--- src/rtl/opendap_pkg.sv ---
// Shared constants for the opendap debug-port slice: bus widths, AP router state
// encoding and a helper that sizes an AP index for a given AP count.
package opendap_pkg;

   localparam int AP_SEL_W  = 8;
   localparam int AP_ADDR_W = 6;
   localparam int AP_DATA_W = 32;

   typedef enum logic [1:0] {
      ST_IDLE     = 2'd0,
      ST_ISSUED   = 2'd1,
      ST_BUSY     = 2'd2,
      ST_NULLRESP = 2'd3
   } ap_state_e;

   // Index width that exactly spans N APs, never narrower than one bit.
   function automatic int ap_idx_w(input int n_aps);
      return (n_aps > 1) ? $clog2(n_aps) : 1;
   endfunction

endpackage

--- src/rtl/opendap_ap_mux_if.sv ---
// DP-side AP access port and AP-array side bus of the multi-AP router.
// The master modport is always the side that issues accesses.
interface opendap_dp_ap_if;
   import opendap_pkg::*;

   logic [AP_SEL_W-1:0]  ap_sel;
   logic [AP_ADDR_W-1:0] ap_addr;
   logic [AP_DATA_W-1:0] ap_wdata;
   logic                 ap_wen;
   logic                 ap_ren;
   logic                 ap_abort;
   logic [AP_DATA_W-1:0] ap_rdata;
   logic                 ap_rdy;
   logic                 ap_err;

   modport master (
      output ap_sel, ap_addr, ap_wdata, ap_wen, ap_ren, ap_abort,
      input  ap_rdata, ap_rdy, ap_err
   );

   modport slave (
      input  ap_sel, ap_addr, ap_wdata, ap_wen, ap_ren, ap_abort,
      output ap_rdata, ap_rdy, ap_err
   );

endinterface

interface opendap_apacc_if #(
   parameter int N_APS = 4
);
   import opendap_pkg::*;

   logic [AP_ADDR_W-1:0]       dpacc_addr;
   logic [AP_DATA_W-1:0]       dpacc_wdata;
   logic [N_APS-1:0]           dpacc_wen;
   logic [N_APS-1:0]           dpacc_ren;
   logic [N_APS-1:0]           dpacc_abort;
   logic [AP_DATA_W*N_APS-1:0] dpacc_rdata;
   logic [N_APS-1:0]           dpacc_rdy;
   logic [N_APS-1:0]           dpacc_err;

   modport master (
      output dpacc_addr, dpacc_wdata, dpacc_wen, dpacc_ren, dpacc_abort,
      input  dpacc_rdata, dpacc_rdy, dpacc_err
   );

   modport slave (
      input  dpacc_addr, dpacc_wdata, dpacc_wen, dpacc_ren, dpacc_abort,
      output dpacc_rdata, dpacc_rdy, dpacc_err
   );

endinterface

--- src/rtl/opendap_ap_sel_decode.sv ---
// Combinational APSEL decode: maps an APSEL onto a populated AP index, or flags
// it as unmapped when it falls below the base or beyond the last populated AP.
module opendap_ap_sel_decode
   import opendap_pkg::*;
#(
   parameter int                  N_APS       = 4,
   parameter logic [AP_SEL_W-1:0] AP_SEL_BASE = 8'h00,
   localparam int                 IDX_W       = ap_idx_w(N_APS)
) (
   input  logic [AP_SEL_W-1:0] ap_sel_i,
   output logic                mapped_o,
   output logic [IDX_W-1:0]    idx_o
);

   localparam logic [AP_SEL_W:0] N_APS_EXT = (AP_SEL_W + 1)'(N_APS);

   logic [AP_SEL_W-1:0] idx_full;

   assign idx_full = ap_sel_i - AP_SEL_BASE;
   assign mapped_o = (ap_sel_i >= AP_SEL_BASE) && ({1'b0, idx_full} < N_APS_EXT);
   assign idx_o    = idx_full[IDX_W-1:0];

endmodule

--- src/rtl/opendap_ap_mux.sv ---
// Multi-AP access router: decodes APSEL, strobes exactly one AP, tracks the
// outstanding transfer and answers unpopulated APSELs with RAZ/WI.
module opendap_ap_mux
   import opendap_pkg::*;
#(
   parameter int                  N_APS       = 4,
   parameter logic [AP_SEL_W-1:0] AP_SEL_BASE = 8'h00
) (
   input  logic            swclk,
   input  logic            rst_n,
   opendap_dp_ap_if.slave  dp,
   opendap_apacc_if.master ap
);

   localparam int IDX_W = ap_idx_w(N_APS);

   ap_state_e            state_q, state_d;
   logic [IDX_W-1:0]     sel_q, sel_d;
   logic [AP_DATA_W-1:0] rdata_q, rdata_d;
   logic                 err_q, err_d;
   logic                 mapped;
   logic [IDX_W-1:0]     dec_idx;
   logic                 issue;
   logic [AP_DATA_W-1:0] ap_rdata_arr [N_APS];

   opendap_ap_sel_decode #(
      .N_APS       (N_APS),
      .AP_SEL_BASE (AP_SEL_BASE)
   ) u_decode (
      .ap_sel_i (dp.ap_sel),
      .mapped_o (mapped),
      .idx_o    (dec_idx)
   );

   assign issue = dp.ap_wen | dp.ap_ren;

   for (genvar i = 0; i < N_APS; i++) begin : g_rdata
      assign ap_rdata_arr[i] = ap.dpacc_rdata[i*AP_DATA_W +: AP_DATA_W];
   end

   always_ff @(posedge swclk) begin
      // NOTE: sequential state uses non-blocking assignments so every register
      // samples the pre-edge values regardless of statement order.
      if (!rst_n) begin
         state_q <= ST_IDLE;
         sel_q   <= '0;
         rdata_q <= '0;
         err_q   <= 1'b0;
      end else begin
         state_q <= state_d;
         sel_q   <= sel_d;
         rdata_q <= rdata_d;
         err_q   <= err_d;
      end
   end

   always_comb begin
      // NOTE: every signal gets a default first, so no path can infer a latch.
      state_d = state_q;
      sel_d   = sel_q;
      rdata_d = rdata_q;
      err_d   = err_q;
      case (state_q)
         ST_IDLE: begin
            if (issue) begin
               if (mapped) begin
                  state_d = ST_ISSUED;
                  sel_d   = dec_idx;
               end else begin
                  state_d = ST_NULLRESP;
               end
            end
         end
         // The selected AP may still show rdy from its previous transfer here.
         ST_ISSUED: state_d = ST_BUSY;
         ST_BUSY: begin
            if (ap.dpacc_rdy[sel_q]) begin
               rdata_d = ap_rdata_arr[sel_q];
               err_d   = ap.dpacc_err[sel_q];
               state_d = ST_IDLE;
            end
         end
         ST_NULLRESP: begin
            rdata_d = '0;
            err_d   = 1'b0;
            state_d = ST_IDLE;
         end
         default: state_d = ST_IDLE;
      endcase
   end

   always_comb begin
      ap.dpacc_wen = '0;
      ap.dpacc_ren = '0;
      dp.ap_rdy    = (state_q == ST_IDLE);
      // Write wins when both issue pulses arrive together.
      if ((state_q == ST_IDLE) && issue && mapped) begin
         if (dp.ap_wen) ap.dpacc_wen[dec_idx] = 1'b1;
         else           ap.dpacc_ren[dec_idx] = 1'b1;
      end
   end

   assign ap.dpacc_addr  = dp.ap_addr;
   assign ap.dpacc_wdata = dp.ap_wdata;
   assign ap.dpacc_abort = {N_APS{dp.ap_abort}};
   assign dp.ap_rdata    = rdata_q;
   assign dp.ap_err      = err_q;

endmodule
--- src/flat_wrapper.sv ---
// flat-port wrapper written by rule: the top's interface ports become plain ports
module opendap_ap_mux_flat import opendap_pkg::*;
#(
   parameter int                  N_APS       = 4,
   parameter logic [AP_SEL_W-1:0] AP_SEL_BASE = 8'h00
)
  (swclk, rst_n, dp_ap_sel, dp_ap_addr, dp_ap_wdata, dp_ap_wen, dp_ap_ren, dp_ap_abort, dp_ap_rdata, dp_ap_rdy, dp_ap_err, ap_dpacc_addr, ap_dpacc_wdata, ap_dpacc_wen, ap_dpacc_ren, ap_dpacc_abort, ap_dpacc_rdata, ap_dpacc_rdy, ap_dpacc_err);
  opendap_dp_ap_if dp_i ();
  opendap_apacc_if #(.N_APS(N_APS)) ap_i ();
  input  logic swclk;
  input  logic rst_n;
  input wire logic [$bits(dp_i.ap_sel)-1:0] dp_ap_sel;
  input wire logic [$bits(dp_i.ap_addr)-1:0] dp_ap_addr;
  input wire logic [$bits(dp_i.ap_wdata)-1:0] dp_ap_wdata;
  input wire logic [$bits(dp_i.ap_wen)-1:0] dp_ap_wen;
  input wire logic [$bits(dp_i.ap_ren)-1:0] dp_ap_ren;
  input wire logic [$bits(dp_i.ap_abort)-1:0] dp_ap_abort;
  output wire logic [$bits(dp_i.ap_rdata)-1:0] dp_ap_rdata;
  output wire logic [$bits(dp_i.ap_rdy)-1:0] dp_ap_rdy;
  output wire logic [$bits(dp_i.ap_err)-1:0] dp_ap_err;
  output wire logic [$bits(ap_i.dpacc_addr)-1:0] ap_dpacc_addr;
  output wire logic [$bits(ap_i.dpacc_wdata)-1:0] ap_dpacc_wdata;
  output wire logic [$bits(ap_i.dpacc_wen)-1:0] ap_dpacc_wen;
  output wire logic [$bits(ap_i.dpacc_ren)-1:0] ap_dpacc_ren;
  output wire logic [$bits(ap_i.dpacc_abort)-1:0] ap_dpacc_abort;
  input wire logic [$bits(ap_i.dpacc_rdata)-1:0] ap_dpacc_rdata;
  input wire logic [$bits(ap_i.dpacc_rdy)-1:0] ap_dpacc_rdy;
  input wire logic [$bits(ap_i.dpacc_err)-1:0] ap_dpacc_err;
  assign dp_i.ap_sel = dp_ap_sel;
  assign dp_i.ap_addr = dp_ap_addr;
  assign dp_i.ap_wdata = dp_ap_wdata;
  assign dp_i.ap_wen = dp_ap_wen;
  assign dp_i.ap_ren = dp_ap_ren;
  assign dp_i.ap_abort = dp_ap_abort;
  assign dp_ap_rdata = dp_i.ap_rdata;
  assign dp_ap_rdy = dp_i.ap_rdy;
  assign dp_ap_err = dp_i.ap_err;
  assign ap_dpacc_addr = ap_i.dpacc_addr;
  assign ap_dpacc_wdata = ap_i.dpacc_wdata;
  assign ap_dpacc_wen = ap_i.dpacc_wen;
  assign ap_dpacc_ren = ap_i.dpacc_ren;
  assign ap_dpacc_abort = ap_i.dpacc_abort;
  assign ap_i.dpacc_rdata = ap_dpacc_rdata;
  assign ap_i.dpacc_rdy = ap_dpacc_rdy;
  assign ap_i.dpacc_err = ap_dpacc_err;
  opendap_ap_mux #(.N_APS(N_APS), .AP_SEL_BASE(AP_SEL_BASE)) u_core (.swclk(swclk), .rst_n(rst_n), .dp(dp_i), .ap(ap_i));
endmodule
--- config.mk ---
export PLATFORM = sky130hd
export DESIGN_NAME = opendap_ap_mux_flat
export DESIGN_NICKNAME = d
export VERILOG_FILES = /design/src/rtl/opendap_pkg.sv /design/src/rtl/opendap_ap_mux_if.sv /design/src/rtl/opendap_ap_sel_decode.sv /design/src/rtl/opendap_ap_mux.sv /design/src/flat_wrapper.sv
export SDC_FILE = /design/constraint.sdc
export NUM_CORES = 1
export LEC_CHECK = 0
export BUFFER_PORTS_ARGS = -buffer_cell sky130_fd_sc_hd__buf_2
export CAP_MARGIN = 30
export CORE_AREA = 3 3 105 107
export CTS_BUF_LIST = sky130_fd_sc_hd__clkbuf_4 sky130_fd_sc_hd__clkbuf_8
export CTS_CLUSTER_SIZE = 8
export DETAILED_ROUTE_END_ITERATION = 8
export DIE_AREA = 0 0 108 110
export HOLD_SLACK_MARGIN = 0.15
export SLEW_MARGIN = 20
export SYNTH_ARGS = -nofsm -noshare
export SYNTH_HDL_FRONTEND = slang
export SYNTH_SLANG_ARGS = --single-unit
--- constraint.sdc ---
create_clock -name swclk -period 3.9 [get_ports swclk]
set_input_delay 0.39 -clock swclk [delete_from_list [all_inputs] [get_ports swclk]]
set_output_delay 0.39 -clock swclk [all_outputs]
set_load 0.05 [all_outputs]
==> flow_metrics.py <==
metrics = {
    "status": {
        "status": "finished, final reports clean",
    },
    "setup_path": {
        "timing.rr.start": "u_core.sel_q[0]$_SDFFE_PN0P_",
        "cp_slowest_cell": "nor4_1",
        "cp.required_ns": 3.51,
        "critPathArrivalTime_ns": 1.81,
        "start_kind": "input pin",
        "cp_max_fo": 4,
        "reg2regPathDepth": 4,
        "r2r_setup_slack_ns": 1.84,
        "critPathCaptureType": "primary output",
        "cpMostUsedCell": "buf_2",
        "rr_endpoint": "u_core.dp.ap_rdata[23]$_SDFFE_PN0P_",
        "path_class": "in2out",
        "crit_chain": "buf_2 > nor4_1 > nand4_1 > nor3b_1 > buf_2",
        "critical-path-max-stage-delay_ns": 0.52,
    },
    "synth": {
        "synth_top_area_share_pct": 31.0,
        "synth_area_leaders": "mux4_2 (31%), dfxtp_1 (30%), a32o_1 (13%)",
        "avgSynthCellArea_um2": 12.5,
        "syn_inst": 198,
        "ys_ff_latch": 37,
        "synth_cell_types": 24,
        "syn_area_um2": 2470,
        "yosysSeqAreaShare_pct": 30.0,
        "synth_top_cell_by_area": "mux4_2",
        "yosys_warnings": 0,
        "syn_nets": 385,
    },
    "floorplanning": {
        "die-width_um": 108,
        "start_util_pct": 24.1,
        "ios": 271,
        "die_h_um": 110,
        "fp-row-count": 37,
        "fp.dieArea_um2": 11900,
        "core_um2": 10200,
    },
    "routing": {
        "vias": 2324,
        "routedWlPerCell_um": 16.7,
        "drtAntennaViolNets": 0,
        "firstDrtPassIters": 4,
        "wl_um": 7910,
        "drt-vias-per-instance": 4.92,
        "drt_iter0_drc": 99,
        "drc": 0,
    },
    "timing": {
        "fin_crit_ns": 2.20,
        "fmax_mhz": 454,
        "setup_viol": 0,
        "slew_violations": 0,
        "fin_tns_setup_ns": 0,
        "skew_ns": 0.00717,
        "worstMarginPinSlew_ns": 0.899,
        "relSlewSlack_pct": 39.8,
        "hold_violations": 0,
        "post-route-period-util_pct": 56.5,
        "rsz0062_at_grt": "no",
    },
    "clock_network": {
        "insertion_delay_ns": 0.28,
        "cts_tree": "done",
        "htree_levels": 2,
        "clkTransAtPathRegs_ns": 0.07,
        "cts_made_buffers": 5,
        "clockRootBuffer": "clkbuf_8",
        "ctsResizeCount": 0,
        "cts_num_sinks": 37,
        "ctsHoldBuffers": 0,
        "clockBufferDepth": 2,
        "post_cts_buffers": 0,
    },
    "global_routing": {
        "grt_pass1_vias": 2252,
        "grt_max_degree": 41,
        "gr-usage-all-layers_pct": 12.4,
        "antenna_found_initial": 0,
        "overflow": 0,
        "grt_pass1_wl_um": 11400,
    },
    "power_and_ir_drop": {
        "power_density_nw_per_um2": 280,
        "clkPwrFrac_pct": 29.6,
        "irDropWorstVdd_uv": 115,
        "combPwrFrac_pct": 25.8,
        "p_seq_share_pct": 44.6,
        "p_int_uw": 650,
        "switching_share_pct": 29.1,
        "p_leak_nw": 1.49,
        "p_sw_uw": 267,
    },
    "final_layout": {
        "n_fill_cell": 1072,
        "layout-drive-gt1-share_pct": 70.5,
        "syn2layout_area_growth_pct": 32.7,
        "multi_input_area_um2": 1300,
        "final_cell_area_um2": 3270,
        "seq_area_um2": 743,
        "fin_nets": 523,
        "diodes": 0,
    },
    "min_path": {
        "hp-class": "in2reg",
        "hold_path_depth": 3,
        "worst_hold_startpoint": "dp_ap_sel[0]",
        "whs_endpoint": "u_core.sel_q[0]$_SDFFE_PN0P_",
    },
    "placed_design": {
        "hpwlAfterDp_um": 6350,
        "port_buffers": 189,
        "gp_congestion": 0.778,
        "placed_area_um2": 3180,
    },
    "run": {
        "drv_cap": 0,
    },
}
==> cell usage after synthesis, drive strengths merged <==
master	count
buf	53
dfxtp	37
mux4	34
a32o	32
clkbuf	8
nor2	7
nand2	5
nand4	3
and4b	2
mux2i	2
nor2b	2
nor3	2
nor3b	2
a21boi	1
and3	1
nand2b	1
nand3b	1
nor4	1
o21ai	1
o311a	1
o31a	1
or2	1
==> metal layers <==
metal  vias up  GRT usage (%)  share of wire [%]
met5         -              0                  0
met3        18           3.15                 11
met2       145           23.0                 52
met1      1114           13.6                 36
met4         0           4.78                1.8
li1       1047              -                  -
==> how the worst max path moves through the flow <==
| stage | cells past startpoint | startpoint | slack [ns] | endpoint |
|---|---|---|---|---|
| global route | 5 | dp_ap_sel[5] | 1.53 | ap_dpacc_ren[2] |
| floorplan | 3 | u_core.state_q[1]$_SDFFE_PN0P_ | 0.86 | ap_dpacc_ren[2] |
| finish | 5 | dp_ap_sel[5] | 1.70 | ap_dpacc_ren[2] |
| CTS | 5 | dp_ap_sel[5] | 1.70 | ap_dpacc_ren[2] |
| detailed placement | 5 | dp_ap_sel[5] | 1.72 | ap_dpacc_ren[2] |
| global placement | 5 | dp_ap_sel[5] | 1.77 | ap_dpacc_ren[2] |
==> kinds of logic after synthesis <==
group / after synthesis / share of synthesized area [%]
compound gates: 36 / 14.4
buf+inv: 61 / 17.5
simple gates: 28 / 6.24
mux: 36 / 31.8
flops: 37 / 30.0
==> final cells by class <==
| class | instances | share of cell area, % |
|---|---|---|
| sequential | 37 | 22.7 |
| timing repair buffer | 192 | 29.6 |
| clock buffer | 7 | 2.75 |
| tap | 136 | 5.20 |
| multi-input combinational | 100 | 39.8 |
==> worst max-delay path: cells and delay by family <==
kind / cells / cell delay (ns)
buffers and inverters: 2 / 0.39
and+or+nand+nor: 3 / 1.04
==> sequential cells by signal, indices dropped and copies added, names as in the netlist <==
register,flops
u_core.dp.ap_rdata,32
u_core.sel_q,2
u_core.state_q,2
u_core.dp.ap_err,1
==> power by group through the flow <==
stage               Sequential, mW  Clock (mW)  Combinational (mW)
finish                       0.408       0.271               0.237
global route                 0.411       0.307               0.254
CTS                          0.409       0.287               0.240
detailed placement           0.418           0               0.239
global placement             0.417           0               0.234
floorplan                    0.472           0               0.195
==> cell usage in the layout (no fill, tap or decap) <==
master / Yosys / routed
nand4_1: 3 / 3
nand2b_1: 1 / 1
dfxtp_2: 0 / 2
and4b_1: 2 / 2
mux4_2: 34 / 34
o21ai_4: 0 / 1
nor2_1: 7 / 7
and3_1: 1 / 1
clkbuf_4: 0 / 1
nand2_1: 5 / 5
mux2i_1: 2 / 2
nor3_1: 2 / 2
o31a_1: 1 / 1
nand3b_1: 1 / 1
nor2b_1: 2 / 2
nor3b_1: 2 / 2
a32o_1: 32 / 32
or2_2: 1 / 1
buf_2: 6 / 189
buf_4: 42 / 3
clkbuf_8: 0 / 6
dfxtp_1: 37 / 35
nor4_1: 1 / 1
a21boi_0: 1 / 1
o311a_1: 1 / 1
==> through the flow <==
step	power, mW	util (%)	instances	hold slack [ns]	setup slack (ns)
after global routing	0.972	32.0	472	0.406	1.53
after detailed placement	0.657	31.1	465	0.477	1.72
final	0.916	32.0	472	0.405	1.70
after CTS	0.936	32.0	472	0.395	1.70
after floorplan	0.666	-	198	0.529	0.857
after global placement	0.651	31.1	465	0.473	1.77
No activity file was read; power rests on OpenSTA's default activity.
